<file path="config.mk">
export PLATFORM = sky130hd
export DESIGN_NAME = vram_arbiter
export DESIGN_NICKNAME = d
export VERILOG_FILES = /design/src/rtl/vram_arb_pkg.sv /design/src/rtl/vram_arb_rr2.sv /design/src/rtl/vram_arbiter.sv
export SDC_FILE = /design/constraint.sdc
export NUM_CORES = 1
export LEC_CHECK = 0
export CAP_MARGIN = 0
export CORE_ASPECT_RATIO = 1.1
export CORE_MARGIN = 10
export CORE_UTILIZATION = 27
export DETAILED_ROUTE_END_ITERATION = 8
export MAX_ROUTING_LAYER = met4
export PLACE_DENSITY = 0.85
export SLEW_MARGIN = 25
export SYNTH_ARGS = -nofsm -noshare
export SYNTH_HDL_FRONTEND = slang
export SYNTH_SLANG_ARGS = --single-unit
</file>
<file path="constraint.sdc">
create_clock -name clk -period 2.6 [get_ports clk]
set_input_delay 0.52 -clock clk [delete_from_list [all_inputs] [get_ports clk]]
set_output_delay 0.52 -clock clk [all_outputs]
set_load 0.005 [all_outputs]
</file>
<file path="src/rtl/vram_arb_pkg.sv">
// Shared encodings and helpers for the VRAM arbiter.
package vram_arb_pkg;

  localparam int unsigned OWN_W = 2;

  // Read-return pipeline owner encoding
  localparam logic [OWN_W-1:0] OWN_NONE = 2'd0;
  localparam logic [OWN_W-1:0] OWN_HOST = 2'd1;
  localparam logic [OWN_W-1:0] OWN_L    = 2'd2;
  localparam logic [OWN_W-1:0] OWN_S    = 2'd3;

  // Fetch port indices inside the round-robin picker
  localparam int unsigned PORT_L = 0;
  localparam int unsigned PORT_S = 1;

  // One-hot byte-lane write enable for a host byte address
  function automatic logic [3:0] lane_mask(input logic [1:0] addr_lo);
    lane_mask = 4'b0001 << addr_lo;
  endfunction

endpackage

</file>
<file path="src/rtl/vram_arb_rr2.sv">
// Two-input round-robin picker with per-port starvation counters.
module vram_arb_rr2
  import vram_arb_pkg::*;
#(
  parameter int unsigned STARVE = 4,
  parameter int unsigned CNT_W  = 3
) (
  input  logic       clk,
  input  logic       rst,
  input  logic [1:0] reqs,
  input  logic       blocked,
  output logic [1:0] grant_c
);

  logic                  rr_ptr_q, rr_ptr_d;
  logic [1:0][CNT_W-1:0] cnt_q, cnt_d;
  logic [1:0]            starved_c;
  logic                  other_c;

  // A port is boosted only while it still requests after STARVE lost cycles
  always_comb begin
    starved_c = 2'b00;
    for (int i = 0; i < 2; i++) begin
      starved_c[i] = reqs[i] && (cnt_q[i] == CNT_W'(STARVE));
    end
    other_c = ~rr_ptr_q;
  end

  // Grant selection: starved port first, then round-robin order
  always_comb begin
    grant_c = 2'b00;
    if (!blocked) begin
      if (&starved_c) begin
        grant_c[rr_ptr_q] = 1'b1;
      end else if (starved_c[PORT_L]) begin
        grant_c[PORT_L] = 1'b1;
      end else if (starved_c[PORT_S]) begin
        grant_c[PORT_S] = 1'b1;
      end else if (reqs[rr_ptr_q]) begin
        grant_c[rr_ptr_q] = 1'b1;
      end else if (reqs[other_c]) begin
        grant_c[other_c] = 1'b1;
      end
    end
  end

  // Pointer hands priority to the other port after a fetch grant; counters saturate
  always_comb begin
    rr_ptr_d = rr_ptr_q;
    cnt_d    = '0;
    if (grant_c[PORT_L]) begin
      rr_ptr_d = 1'b1;
    end else if (grant_c[PORT_S]) begin
      rr_ptr_d = 1'b0;
    end
    for (int i = 0; i < 2; i++) begin
      if (reqs[i] && !grant_c[i]) begin
        if (cnt_q[i] == CNT_W'(STARVE)) begin
          cnt_d[i] = cnt_q[i];
        end else begin
          cnt_d[i] = cnt_q[i] + CNT_W'(1);
        end
      end
    end
  end

  // Arbitration state register
  always_ff @(posedge clk or posedge rst) begin
    if (rst) begin
      rr_ptr_q <= 1'b0;
      cnt_q    <= '0;
    end else begin
      rr_ptr_q <= rr_ptr_d;
      cnt_q    <= cnt_d;
    end
  end

endmodule

</file>
<file path="src/rtl/vram_arbiter.sv">
// Shares the single-port 32-bit VRAM between the host port and two fetch engines.
module vram_arbiter
  import vram_arb_pkg::*;
#(
  parameter int unsigned ADDR_W = 17,
  parameter int unsigned STARVE = 4,
  parameter int unsigned CNT_W  = 3
) (
  input  logic              clk,
  input  logic              rst,
  input  logic              host_strobe,
  input  logic              host_write,
  input  logic [ADDR_W-1:0] host_addr,
  input  logic [7:0]        host_wrdata,
  output logic [7:0]        host_rddata,
  input  logic              l_req,
  input  logic [ADDR_W-3:0] l_addr,
  output logic              l_ack,
  output logic              l_rvalid,
  input  logic              s_req,
  input  logic [ADDR_W-3:0] s_addr,
  output logic              s_ack,
  output logic              s_rvalid,
  output logic [31:0]       fetch_rddata,
  output logic              mem_en,
  output logic [3:0]        mem_wren,
  output logic [ADDR_W-3:0] mem_addr,
  output logic [31:0]       mem_wrdata,
  input  logic [31:0]       mem_rddata
);

  logic             host_grant_c;
  logic             blocked_c;
  logic [1:0]       fetch_grant_c;
  logic [OWN_W-1:0] owner_q, owner_d;
  logic [1:0]       byte_sel_q, byte_sel_d;

  // Nothing is granted while reset is held so every output stays quiet
  always_comb begin
    host_grant_c = host_strobe && !rst;
    blocked_c    = host_strobe || rst;
  end

  vram_arb_rr2 #(
    .STARVE (STARVE),
    .CNT_W  (CNT_W)
  ) u_rr2 (
    .clk     (clk),
    .rst     (rst),
    .reqs    ({s_req, l_req}),
    .blocked (blocked_c),
    .grant_c (fetch_grant_c)
  );

  // Memory-side mux, acks and capture of the read-return owner
  always_comb begin
    mem_en     = 1'b0;
    mem_wren   = 4'b0000;
    mem_addr   = '0;
    mem_wrdata = '0;
    l_ack      = 1'b0;
    s_ack      = 1'b0;
    owner_d    = OWN_NONE;
    byte_sel_d = 2'b00;
    if (host_grant_c) begin
      mem_en   = 1'b1;
      mem_addr = host_addr[ADDR_W-1:2];
      if (host_write) begin
        mem_wren   = lane_mask(host_addr[1:0]);
        mem_wrdata = {4{host_wrdata}};
      end else begin
        owner_d    = OWN_HOST;
        byte_sel_d = host_addr[1:0];
      end
    end else if (fetch_grant_c[PORT_L]) begin
      mem_en   = 1'b1;
      mem_addr = l_addr;
      l_ack    = 1'b1;
      owner_d  = OWN_L;
    end else if (fetch_grant_c[PORT_S]) begin
      mem_en   = 1'b1;
      mem_addr = s_addr;
      s_ack    = 1'b1;
      owner_d  = OWN_S;
    end
  end

  // Read-return pipeline register; reset discards any in-flight read
  always_ff @(posedge clk or posedge rst) begin
    if (rst) begin
      owner_q    <= OWN_NONE;
      byte_sel_q <= 2'b00;
    end else begin
      owner_q    <= owner_d;
      byte_sel_q <= byte_sel_d;
    end
  end

  // Steer returning read data to its owner, zero otherwise
  always_comb begin
    host_rddata  = 8'h00;
    fetch_rddata = 32'h0;
    l_rvalid     = 1'b0;
    s_rvalid     = 1'b0;
    case (owner_q)
      OWN_HOST: begin
        case (byte_sel_q)
          2'd0:    host_rddata = mem_rddata[7:0];
          2'd1:    host_rddata = mem_rddata[15:8];
          2'd2:    host_rddata = mem_rddata[23:16];
          default: host_rddata = mem_rddata[31:24];
        endcase
      end
      OWN_L: begin
        fetch_rddata = mem_rddata;
        l_rvalid     = 1'b1;
      end
      OWN_S: begin
        fetch_rddata = mem_rddata;
        s_rvalid     = 1'b1;
      end
      default: ;
    endcase
  end

endmodule
</file>
======== After elaboration in Yosys (flattened, before gate mapping) ========
Cells that the tools add are included.
Widths: inputs -> output; s select.
word-level totals
  register bits ........................... 11
  logic and storage cells ................. 84
  output and inout port bits .............. 96
operators by class
  equality and inequality tests ........... 9
  reduce and logical (&&, ||, !) cells .... 15
  shifts and indexed selects .............. 1
  bitwise gates (word level) .............. 1
  $add $sub $neg .......................... 2
  muxes and demuxes ....................... 47
  order comparisons ....................... 4
operators by type and width
  operator             number
  $mux 32              3
  $mux 15              3
  $pmux 8 s3           1
  $mux 1               22
  $mux 2               9
  $mux 3               4
  $mux 4               2
  $mux 8               1
  $logic_and 1x1->1    7
  $add 3x1->3 const B  2
  $eq 2x2->1 const B   3
  $eq 3x3->1 const B   2
  $eq 2x1->1 const B   2
  $lt 1x2->1 const B   2
  $ne 2x2->1 const B   2
  $shl 1x2->4 const A  1
  $logic_not 1->1      3
  $demux 1 s1          2
  $ge 1x1->1 const B   2
  $logic_not 2->1      1
  $reduce_and 2->1     1
  $reduce_bool 2->1    1
  $reduce_or 2->1      1
  $logic_or 1x1->1     1
  $not 1->1            1

======== Longest topological paths before layout ========
Gate-level depths: netlist of the first run.
  word-level depth ........................ 14
  gate-level depth with buffers ........... 7
  mapped depth without buffers ............ 6

======== By module ========
From an unflattened synthesis of the first run, not the netlist that was laid out.
second synthesis, totals
  cells, all modules ...................... 245
  area, all modules ....................... 1844.3 um^2
by module, submodules not included
  module        seq. area each (um^2)  times used  area each (um^2)  cells each
  vram_arbiter  100.1                  1           1348.8            192
  vram_arb_rr2  175.2                  1           495.5             53

======== Least setup slack after synthesis of the first run ========
Ideal clock, no wire load.
  kind .................................... register to output
  start ................................... register u_rr2.cnt_q[0] in the netlist's numbering
  end ..................................... output port mem_addr[11]
  stages on the path, launching flop included .. 8
  path buffers ............................ 1
  data arrival time ....................... 1.788 ns
  path slack .............................. 0.292 ns
  required time ........................... 2.080 ns
  cells stage by stage .................... dfrtp_1 inv_1 ha_1 nand2_1 maj3_2 o211a_4 buf_6 a221o_1
on the way
  cells in the longest elaborated chain, start to end .. 8
  elaborated cells on any way between the ends .. 10
ends and longest elaborated chain
  what                                        RTL line                                text
  start, declared                             vram_arb_rr2.sv:16                      logic [1:0][CNT_W-1:0] cnt_q, cnt_d;
  start signal, assigned                      vram_arb_rr2.sv:74                      cnt_q <= cnt_d;
  $eq 3x3->1 *                                vram_arb_rr2.sv:24                      starved_c[i] = reqs[i] && (cnt_q[i] == CNT_W'(STARVE));
  $logic_and 1x1->1 *                         vram_arb_rr2.sv:24
  $mux 1 or $reduce_and 2->1 (tied branches)  vram_arb_rr2.sv:35, vram_arb_rr2.sv:33
  $mux 2 *                                    vram_arb_rr2.sv:33                      if (&starved_c) begin
  $mux 2 *                                    vram_arb_rr2.sv:32                      if (!blocked) begin
  $mux 15                                     vram_arbiter.sv:80                      end else if (fetch_grant_c[PORT_S]) begin
  $mux 15 *                                   vram_arbiter.sv:75                      end else if (fetch_grant_c[PORT_L]) begin
  $mux 15 *                                   vram_arbiter.sv:65                      if (host_grant_c) begin
  end, declared                               vram_arbiter.sv:27                      output logic [ADDR_W-3:0] mem_addr,
Mark *: on every way between the ends. The rest lies on a longest branch, timed or not.

======== Worst setup path in the final report of the first run ========
  start ................................... register u_rr2.cnt_q[4] in the netlist's numbering
  end ..................................... output port mem_addr[2]
on the way
  cells in the longest elaborated chain, start to end .. 9
  elaborated cells on any way between the ends .. 12
ends and longest elaborated chain
  what                 RTL line            text
  $eq 3x3->1 *         vram_arb_rr2.sv:24
  $logic_and 1x1->1 *  vram_arb_rr2.sv:24
  $mux 1               vram_arb_rr2.sv:37  end else if (starved_c[PORT_S]) begin
  $mux 1               vram_arb_rr2.sv:35  end else if (starved_c[PORT_L]) begin
  $mux 2 *             vram_arb_rr2.sv:33
  $mux 2 *             vram_arb_rr2.sv:32
  $mux 15              vram_arbiter.sv:80
  $mux 15 *            vram_arbiter.sv:75
  $mux 15 *            vram_arbiter.sv:65
Marked as above.

==> reports/results.ini, run 1 <==
[global_route]
grtUsageMet3_pct = 5.291
grt_util_all_layers_pct = 17.73
grt_overflow = 0
first_global_vias = 2359
grt-busiest-layer = met2
antenna_found_initial = 0
grt_pass1_wl_microns = 12750
grt_max_degree = 35
met2_usage_pct = 31.94
grt_use_met1_pct = 17.74

[worst_setup_path]
cpPeakStageDelay_ns = 0.37
crit_slowest_cell = maj3_2
worst_setup_path_end_kind = primary output
r2r_setup_slack_ns = 0.42
crit_chain = inv_1, ha_2, and3_4, maj3_2, buf_6, o211a_4, a221o_1, buf_2
critPathLaunch = u_rr2.cnt_q[4]
critPathLaunchType = register
cp.arrival_ns = 2.21
cp_max_fo = 5
path_buf_inv = 3
worstSetupPathType = reg -> out
cp_num_cells = 8
critPathTopFamily = compound AO/OA/AOI/OAI gates
timing.rr.start = u_rr2.cnt_q[4]
cp.required_ns = 2.08
r2r_cells = 9

[synth]
synth_edf_count = 0
yosysMostFrequentCell = and2_1
synth.area.top_cells = and2_1 (19%), dfrtp_1 (17%), buf_4 (11%)
syn-cell-area_sq_mm = 0.001604
ys_types = 34
synth_flop_cell = dfrtp_1
ys_ff_latch = 11
synth_top_area_share_pct = 18.72
synth_top_area_cell = and2_1
synthArstFlopShare_pct = 100.0
avgSynthCellArea_sq_um = 8.487
yosysSeqAreaShare_pct = 17.16
yosysWarnings = 0
synth_nets = 286
synth_commonest_cells = and2_1 (48), buf_4 (24), a221o_1 (15), dfrtp_1 (11)
synth_cells = 189

[worst_hold_path]
hp-class = reg -> reg
min_path_cells = 3
min-delay-start = u_rr2.cnt_q[4]

[place]
dpl_worst_slack_ns = -0.5225
place_area_sq_mm = 0.003481
portBuffers = 188
gp_congestion = 0.8287
hpwl_microns = 7130

[clocking]
cts_tree = yes
cts_buffers = 3
hold_buffers = 0
cts_buffer_depth = 2
cts_root_buf = clkbuf_8
clk_pin_slew_ns = 0.05
clock_sinks = 11
insertion_delay_ns = 0.24
h-tree-depth = 1

[timing]
finalSetupViolCount = 16
slew_viol_final = 0
finalHoldViolCount = 0
relSlewSlack_pct = 70.10
period_share_pct = 105.0
grt_setup_unrepaired = yes
fin_skew_ns = 0.005865
tightest_slew_ns = 0.4480
max_freq_mhz = 366.2
holdWs_ns = 0.5756
fin_setup_tns_ns = -1.464
fin_crit_ns = 2.731
setup_ws_ns = -0.1307

[layout]
fin_nets = 473
final_util_pct = 64.35
n_antenna_cell = 0
fin_area_sq_mm = 0.003712
drive_gt1_share_pct = 20.00
area_growth_pct = 131.4
nFillCells = 451

[route]
ant_nets = 0
post_drt_wl_per_cell_microns = 19.61
route.detailed.drc = 0
vias = 2171
drt_pass1_iterations = 4
via_per_inst = 4.803
drtIter0Drc = 46
wl_microns = 8865

[run_status]
failed_checks = negative setup slack
outcome = complete, but fails checks

[floorplan]
die_w_microns = 93.49
start_util_pct = 27.80
placeableCoreArea_sq_mm = 0.005769
die_h_microns = 100.8
ios = 189
die-area_sq_mm = 0.009428
core.rowCount = 29

[run]
maxCapViolCount = 0

[power]
power_density_mw_per_mm2 = 249.3
power.leakage_nw = 2.043
ir_worst_vdd_mv = 0.1417

-- metal layers --
| layer | up-vias | wire (microns) | part of all wire [%] |
|---|---|---|---|
| met3 | 16 | 863 | 9.7 |
| met2 | 151 | 4494 | 51 |
| met1 | 983 | 3250 | 37 |
| met5 | - | 0 | 0 |
| met4 | 0 | 257 | 2.9 |
| li1 | 1021 | - | - |
-- cells by family after synthesis --
kind of cell    after synthesis  share of synthesized area (%)
compound gates               25                          14.43
xor+xnor                      1                         0.5461
fa+ha+maj                     5                          3.822
buf+inv                      46                          17.55
flops                        11                          17.16
mux                           9                          11.86
simple gates                 92                          34.63
-- metrics by stage --
step | power (W) | cells
after CTS | 0.0009284 | 446
final | 0.0009256 | 452
after global placement | 0.0007092 | 434
after floorplan | 0.0003800 | 189
after global routing | 0.0009812 | 452
after detailed placement | 0.0007193 | 434
-- repair_timing --
action                     4_1_cts  5_1_grt
setup endpoints to repair       54       42
gates cloned                     4        0
resized for setup               99       28
buffers inserted                 4        6
pin swaps                       23        0
-- final cells by class --
cell class	instances	area (sq um)	area share (%)
multi-input combinational	135	1151	31.01
timing repair buffer	216	2111	56.86
sequential	11	275.3	7.415
clock buffer	4	45.04	1.213
tap	77	96.34	2.595
inverter	9	33.78	0.9100
-- worst paths after layout --
kind                             endpoint
setup / recovery              mem_addr[2]
hold / removal             u_rr2.cnt_q[4]
setup reg to reg               owner_q[1]
hold reg to reg            u_rr2.cnt_q[4]
max in group asynchronous   byte_sel_q[1]
min in group asynchronous  u_rr2.cnt_q[5]
-- sequential cells by signal (all words and copies together) (netlist names) --
register and count:
u_rr2.cnt_q 6, byte_sel_q 2, owner_q 2, u_rr2.rr_ptr_q 1
-- layout by cell type (no fill, tap or decap), drive strengths merged, types with 8 or more instances in the layout --
cell type and instances:
nor2b 10, buf 44, dlygate4sd2 14, dlymetal6s2s 26, a221o 15, and3 11
mux4 8, and2 48, inv 9, clkdlybuf4s50 131, dfrtp 11
-- report_power, final --
group	internal, W	switching [W]	leakage [nW]
clock network	0.000107	0.0000610	0.0228
logic	0.000362	0.000191	1.88
registers	0.000189	0.0000147	0.145
total	0.000659	0.000267	2.04
-- worst min-delay path, cell delays in order, from the launching register on --
cell and delay [ns]:
dfrtp_1 0.34, buf_4 0.11, nand2_1 0.04, o31ai_1 0.06
Power figures use the tool's default switching activity.
==> run 2, diff against run 1 <==
--- a/config.mk
+++ b/config.mk
@@ -12,6 +12,7 @@
 export DETAILED_ROUTE_END_ITERATION = 8
 export MAX_ROUTING_LAYER = met4
 export PLACE_DENSITY = 0.85
+export RECOVER_POWER = 50
 export SLEW_MARGIN = 25
 export SYNTH_ARGS = -nofsm -noshare
 export SYNTH_HDL_FRONTEND = slang
==> run 2 against run 1 <==
  * Register-to-register slack is essentially flat
  * First-iteration DRC count is 2.2% higher
  * Sequential cell count is the same
  * Critical path type unchanged
  * Critical endpoint unchanged
  * Clock skew about the same
  * Total power barely moved
  * The flow still finishes with violations (negative setup slack)
  * Routed wire length fell by 0.19%
  * Hold slack unchanged
  * Largest cell class unchanged
  * Cell count stayed put
==> reports/results.ini, run 2 (synthesis gave the netlist of run 1 again) <==
[floorplan]
placeableCoreArea_sq_mm = 0.005769
die_h_microns = 100.8
core.rowCount = 29
ios = 189
die_w_microns = 93.49
die-area_sq_mm = 0.009428
start_util_pct = 27.80

[power]
p_sw_w = 0.0002667
p_total_w = 0.0009249
ir_worst_vdd_mv = 0.1416
power.leakage_nw = 2.043
clkPwrFrac_pct = 18.2
p_sw_share_pct = 28.84
p_seq_share_pct = 22.0
p_comb_share_pct = 59.8
p_int_w = 0.0006582
power_density_mw_per_mm2 = 249.1

[global_route]
grt_util_all_layers_pct = 17.73
grt_pass1_wl_microns = 12750
first_global_vias = 2359
grt_max_degree = 35
antenna_found_initial = 0
grt_overflow = 0

[worst_setup_path]
rr_endpoint = owner_q[1]
r2r_setup_slack_ns = 0.41
worstSetupPathType = reg -> out
worst_setup_path_end_kind = primary output
r2r_cells = 9
cp.required_ns = 2.08
critPathLaunchType = register
cp_max_fo = 5
critPathLaunch = u_rr2.cnt_q[4]
timing.rr.start = u_rr2.cnt_q[4]
crit_path_end = mem_addr[2]
cp.arrival_ns = 2.21

[layout]
area_growth_pct = 131.4
nFillCells = 451
top_register = u_rr2.cnt_q
drive_gt1_share_pct = 20.00
largest_reg_flops = 6
reg.largest.list = u_rr2.cnt_q: 6 flops, byte_sel_q: 2 flops, owner_q: 2 flops
fin_area_sq_mm = 0.003712
mostFrequentLayoutCells = clkdlybuf4s50_1 (130), and2_1 (48), dlymetal6s2s_1 (26)
n_antenna_cell = 0
layout_commonest_cell = clkdlybuf4s50_1
fin_nets = 473

[timing]
fin_crit_ns = 2.730
tightest_slew_ns = 0.4492
relSlewSlack_pct = 70.02
grt_setup_unrepaired = yes
setup_ws_ns = -0.1301
holdWs_ns = 0.5756
period_share_pct = 105.0
slew_viol_final = 0
finalHoldViolCount = 0
max_freq_mhz = 366.3
finalSetupViolCount = 16
fin_skew_ns = 0.005878

[clocking]
cts_tree = yes
clock_sinks = 11
cts_root_buf = clkbuf_8
hold_buffers = 0
insertion_delay_ns = 0.24
cts_buffer_depth = 2
h-tree-depth = 1
cts_buffers = 3
clk_pin_slew_ns = 0.05

[run_status]
failed_checks = negative setup slack
outcome = complete, but fails checks

[route]
drtIter0Drc = 47
via_per_inst = 4.772
route.detailed.drc = 0
vias = 2157
post_drt_wl_per_cell_microns = 19.58
ant_nets = 0
drt_pass1_iterations = 4
wl_microns = 8848

[place]
dpl_worst_slack_ns = -0.5225
hpwl_microns = 7130
gp_congestion = 0.8287
place_area_sq_mm = 0.003481
portBuffers = 188

[worst_hold_path]
hp-class = reg -> reg

[run]
maxCapViolCount = 0

-- run 2: changes by cell type in the layout (fill, tap and decap cells not counted) --
cell	change
clkbuf_4	+1
dlygate4sd3_1	+1
clkdlybuf4s50_1	-1
buf_4	-1
-- run 2: critical path: stages, from the launching register on --
cell     delay [ns]
dfrtp_1        0.34
inv_1          0.05
ha_2           0.18
and3_4         0.17
maj3_2         0.38
buf_6          0.14
o211a_4        0.26
a221o_1        0.32
buf_2          0.13
-- run 2: power by group through the flow --
stage	Sequential (W)	Combinational [W]	Clock (W)
2_1_floorplan	0.000204	0.000176	0
3_5_place_dp	0.000206	0.000514	0
5_1_grt	0.000207	0.000595	0.000179
3_3_place_gp	0.000205	0.000505	0
4_1_cts	0.000203	0.000553	0.000173
6_report	0.000204	0.000553	0.000168
-- run 2: layout make-up --
class                      count  area, sq um  share of cell area (%)
tap                           77        96.34                   2.595
timing repair buffer         216         2111                   56.86
multi-input combinational    135         1151                   31.01
clock buffer                   4        45.04                   1.213
sequential                    11        275.3                   7.415
inverter                       9        33.78                  0.9100
-- run 2: worst min-delay path by stage --
stage / slack, ns / from / cells after the start / endpoint
3_3_place_gp: 0.57 / u_rr2.cnt_q[4] / 3 / u_rr2.cnt_q[4]
5_1_grt: 0.61 / u_rr2.cnt_q[4] / 3 / u_rr2.cnt_q[4]
2_1_floorplan: 0.37 / rst / 1 / byte_sel_q[0]
3_5_place_dp: 0.57 / u_rr2.cnt_q[4] / 3 / u_rr2.cnt_q[4]
6_report: 0.58 / u_rr2.cnt_q[4] / 3 / u_rr2.cnt_q[4]
4_1_cts: 0.58 / u_rr2.cnt_q[4] / 3 / u_rr2.cnt_q[4]
-- run 2: layer usage --
layer  wire, microns  GRT usage [%]
met5               0              -
met1            3242          17.74
met3             856          5.291
met4             257          6.057
met2            4492          31.94
-- run 2: stage by stage --
| stage | TNS, ns | util, % | cells |
|---|---|---|---|
| floorplan | 0 | - | 189 |
| global placement | -11.45 | 60.33 | 434 |
| detailed placement | -12.10 | 60.33 | 434 |
| CTS | -1.373 | 62.33 | 446 |
| global route | -2.997 | 64.35 | 452 |
| finish | -1.657 | 64.35 | 452 |
-- run 2: what timing repair did --
action                                 CTS  global route
pin swaps                               23             0
setup buffers                            4             6
setup endpoints to repair               54            42
gates resized for setup                 99            28
endpoints found under the hold margin    0             0
cloned                                   4             0
